### src/rtl/fetch_decode_unit.sv
// IF/ID stage of the multi-cycle MIPS core: loadable instruction memory, fetch
// register with PC range fault, and registered field decode with a valid strobe.
module fetch_decode_unit #(
  parameter int IMEM_DEPTH = 16,
  parameter int ADDR_W     = 4,
  parameter int STATE_W    = 3,
  parameter int ST_IF      = 0,
  parameter int ST_ID      = 1
) (
  input  logic               clk,
  input  logic               rst,
  input  logic [STATE_W-1:0] state,
  input  logic [31:0]        PC,
  input  logic               load_en,
  input  logic [ADDR_W-1:0]  load_addr,
  input  logic [31:0]        load_data,
  output logic [31:0]        instruction,
  output logic [5:0]         opcode,
  output logic [4:0]         rsource,
  output logic [4:0]         rtemp,
  output logic [4:0]         rdestination,
  output logic [4:0]         shamt,
  output logic [5:0]         value_func,
  output logic [15:0]        immediate_value,
  output logic [31:0]        imm_sext,
  output logic [25:0]        jump_target,
  output logic [1:0]         instr_type,
  output logic               decode_valid,
  output logic               pc_fault
);

  localparam logic [STATE_W-1:0] ST_IF_C = STATE_W'(ST_IF);
  localparam logic [STATE_W-1:0] ST_ID_C = STATE_W'(ST_ID);

  logic [31:0] mem_r [IMEM_DEPTH];
  logic        pc_in_range_s;
  logic        is_fetch_s;
  logic        is_decode_s;

  // R-type is opcode 0, J-type is j/jal, everything else is I-type.
  function automatic logic [1:0] classify_format(input logic [5:0] op);
    logic [1:0] fmt;
    case (op)
      6'd0:       fmt = 2'd0;
      6'd2, 6'd3: fmt = 2'd2;
      default:    fmt = 2'd1;
    endcase
    return fmt;
  endfunction

  always_comb begin
    pc_in_range_s = ((PC >> ADDR_W) == 32'd0);
    is_fetch_s    = (state == ST_IF_C);
    is_decode_s   = (state == ST_ID_C);
  end

  // Loader writes ignore rst so a program can be staged while the core is held in reset.
  always_ff @(posedge clk) begin
    if (load_en) begin
      mem_r[load_addr] <= load_data;
    end
  end

  // Fetch register: a same-cycle load to the fetched index returns the old word.
  always_ff @(posedge clk) begin
    if (rst) begin
      instruction <= 32'd0;
      pc_fault    <= 1'b0;
    end else if (is_fetch_s) begin
      if (pc_in_range_s) begin
        instruction <= mem_r[PC[ADDR_W-1:0]];
      end else begin
        instruction <= 32'd0;
        pc_fault    <= 1'b1;
      end
    end
  end

  // Decode registers are fed only from the instruction register.
  always_ff @(posedge clk) begin
    if (rst) begin
      opcode          <= 6'd0;
      rsource         <= 5'd0;
      rtemp           <= 5'd0;
      rdestination    <= 5'd0;
      shamt           <= 5'd0;
      value_func      <= 6'd0;
      immediate_value <= 16'd0;
      imm_sext        <= 32'd0;
      jump_target     <= 26'd0;
      instr_type      <= 2'd0;
      decode_valid    <= 1'b0;
    end else begin
      decode_valid <= is_decode_s;
      if (is_decode_s) begin
        opcode          <= instruction[31:26];
        rsource         <= instruction[25:21];
        rtemp           <= instruction[20:16];
        rdestination    <= instruction[15:11];
        shamt           <= instruction[10:6];
        value_func      <= instruction[5:0];
        immediate_value <= instruction[15:0];
        imm_sext        <= {{16{instruction[15]}}, instruction[15:0]};
        jump_target     <= instruction[25:0];
        instr_type      <= classify_format(instruction[31:26]);
      end
    end
  end

endmodule

### config.mk
export PLATFORM = sky130hd
export DESIGN_NAME = fetch_decode_unit
export DESIGN_NICKNAME = d
export VERILOG_FILES = /design/src/rtl/fetch_decode_unit.sv
export SDC_FILE = /design/constraint.sdc
export NUM_CORES = 1
export LEC_CHECK = 0
export CAP_MARGIN = 30
export CORE_AREA = 4 4 206 208
export CTS_BUF_LIST = sky130_fd_sc_hd__clkbuf_2
export DETAILED_ROUTE_END_ITERATION = 10
export DIE_AREA = 0 0 210 212
export MAX_ROUTING_LAYER = met4
export PLACE_DENSITY = 0.8
export SLEW_MARGIN = 40
export SYNTH_ARGS = -nofsm -noshare
export SYNTH_HDL_FRONTEND = slang
export SYNTH_SLANG_ARGS = --single-unit
### constraint.sdc
create_clock -name clk -period 7 [get_ports clk]
set_input_delay 1.4 -clock clk [delete_from_list [all_inputs] [get_ports clk]]
set_output_delay 1.4 -clock clk [all_outputs]
set_load 0.05 [all_outputs]
==> flow_summary.ini <==
[power_and_ir_drop]
clkPwrFrac_pct = 35.5
power.leakage_nw = 8.44
comb_power_share_pct = 5.2
internal_power_mw = 4.99
power_frac_seq_pct = 59.3
peakVddDrop_v = 0.000125
p_per_area_nw_per_um2 = 251
p_sw_share_pct = 22.8
power.switching_mw = 1.48

[die]
start_util_pct = 54.4
dieHeight_um = 212
std_cell_rows = 74
num_io_pins = 216
die_w_um = 210
fp.dieArea_um2 = 44500
coreArea_um2 = 40600

[sta]
slew_headroom_pct = 44.5
setup_slack_ps = 2910
period_share_pct = 58.5
drv_slew = 0
setup_viol = 0
tightest_slew_ps = 832
fin_worst_skew_ps = 79.5
fmax_mhz = 244
hold_ws_ps = 456
min_period_ps = 4090
finalHoldViolations = 0
grt_setup_unrepaired = false
fin_tns_setup_ps = 0

[status]
status = complete, no violations

[detailed_routing]
drt-total-wl_um = 49700
drc = 0
drtAntennaViolNets = 0
detail_route.first_pass.iterations = 5
wl_per_cell_um = 24.8
drt_iter0_markers = 1290
num_vias = 11800
drt-vias-per-instance = 5.88

[synthesis]
synth.avg_cell_area_um2 = 19.7
ys_types = 28
ys_warn_count = 0
yosysTopAreaCellShare_pct = 69.7
synth_cells = 1118
synth_area_um2 = 22100
synth_area_leader_cell = edfxtp_1
yosys_register_bits = 580
seq_area_frac_synth_pct = 75.9
synth_common_cells = 512 x edfxtp_1, 128 x mux4_2, 96 x nand2_1
ys.flop_type = edfxtp_1
synth_nets = 1192
synth_area_leaders = edfxtp_1 70%, mux4_2 13%, dfxtp_1 6.2%, buf_4 2.7%, a22oi_1 2.1%
synth_edf_count = 512
synth-async-reset-ratio_pct = 0
yosysMostFrequentCell = edfxtp_1

[worst_setup_path]
path_class = reg -> out
cp_top_family = buffers and inverters
required_ps = 5600
path_cells = clkdlybuf4s50_1
endpoint_kind = output port
crit_fanout = 21
crit_buf_inv = 1
slowest_stage = clkdlybuf4s50_1
max_stage_delay_ps = 920
cp-start-kind = register
cp.arrival_ps = 2690

[placement]
placed_cell_area_um2 = 24400
gp_congestion = 0.831
port_buffers = 215
place_hpwl_um = 27800
dp_slack_ps = 3140

[cts]
cts_setup_buffers = 0
post_cts_resized = 0
cts_max_path_buffers = 3
h-tree-depth = 4
clock-sinks = 580
cts_hold_buffers = 0
cts.clk_slew.worst_paths_ps = 90
tritoncts = built
cts_root_buf = clkbuf_2
cts_inserted_buffers = 135
clk_latency_ps = 1080

[final_layout]
drive_gt1_share_pct = 27.3
area_growth_pct = 16.6
design_area_um2 = 25700
finalNetCount = 1440

[global_route]
track_usage_pct = 23.2
grt_max_degree = 76
grt_overflow = 0
grt_pass1_vias = 12200
grt_pass1_wl_um = 74500
grt_antenna_before_repair = 3

[hold_path]
worst_hold_path_type = reg -> reg

[flow_run]
max_cap_viol_count = 0
[metal layers]
layer / share of wire, % / track usage (%) / wire (um) / up-vias
met5: 0 / - / 0 / -
met4: 1.8 / 7.38 / 911 / 0
met3: 9.2 / 5.31 / 4570 / 81
met2: 53 / 39.0 / 26100 / 677
met1: 36 / 28.5 / 18100 / 6001
li1: - / - / - / 5033
[through the flow]
stage / cells / power, mW / utilization, %
finish: 2005 / 6.47 / 63.5
global placement: 1761 / 4.24 / 60.1
floorplan: 1118 / 4.10 / -
detailed placement: 1761 / 4.25 / 60.1
global route: 2005 / 6.74 / 63.5
CTS: 2002 / 6.52 / 63.4
[path summary, 6_finish.rpt]
check                                startpoint        endpoint  slack (ps)  cells after the start
worst max-delay path            jump_target[15]    imm_sext[26]        2910                      1
worst min register to register   instruction[6]        shamt[0]         460                      2
worst max register to register      mem_r[9][6]  instruction[6]        5330                      4
worst min-delay path             instruction[6]        shamt[0]         460                      2
[cell families after synthesis]
group,Yosys count,share of synthesized area [%]
flops,580,75.9
simple gates,143,2.76
buf+inv,134,3.96
mux,131,13.2
compound gates,130,4.22
[cell type report]
type | instances | area (um2)
antenna | 3 | 7.51
fill | 2691 | 14800
inverter | 1 | 3.75
timing repair buffer | 244 | 2380
multi-input combinational | 404 | 4580
tap | 532 | 666
sequential | 580 | 16700
clock inverter | 40 | 350
clock buffer | 201 | 1010
[state kept, by name, indices dropped and copies added, names as in the netlist]
| name | cells |
|---|---|
| decode_valid | 1 |
| imm_sext | 2 |
| instr_type | 2 |
| instruction | 32 |
| jump_target | 2 |
| mem_r | 512 |
| opcode | 6 |
| pc_fault | 1 |
| rdestination | 4 |
| rsource | 5 |
| rtemp | 4 |
| shamt | 4 |
| value_func | 5 |
[cells in the final DEF (no fill, tap or decap), types with 2 or more instances in the layout]
master	instances
edfxtp_1	512
clkdlybuf4s50_1	213
clkbuf_2	201
mux4_2	128
nand2_1	96
dfxtp_1	68
a22oi_1	63
a21oi_1	33
a22o_1	32
buf_4	30
clkinv_1	22
nor2_4	12
nor4_1	7
bufinv_16	7
nor3_2	5
clkinv_2	5
nand2b_1	4
nor2_1	4
inv_2	4
diode_2	3
mux2i_1	3
nand3b_1	2
nand3_1	2
or3b_2	2
nor2_2	2
nor2b_2	2
[worst reg2reg max path, stage by stage, from the launching register on]
cell and delay (ps):
edfxtp_1 380, mux4_2 460, a22oi_1 280, nand2_1 160, a22o_1 220
[power groups by stage]
stage                     Clock (mW)  Combinational [mW]  Sequential, mW
after floorplan                    0               0.190            3.91
after global placement             0               0.329            3.91
after detailed placement           0               0.339            3.91
after CTS                       2.35               0.340            3.84
after global routing            2.53               0.363            3.84
final                           2.29               0.339            3.84
(Power assumes the default switching activity.)
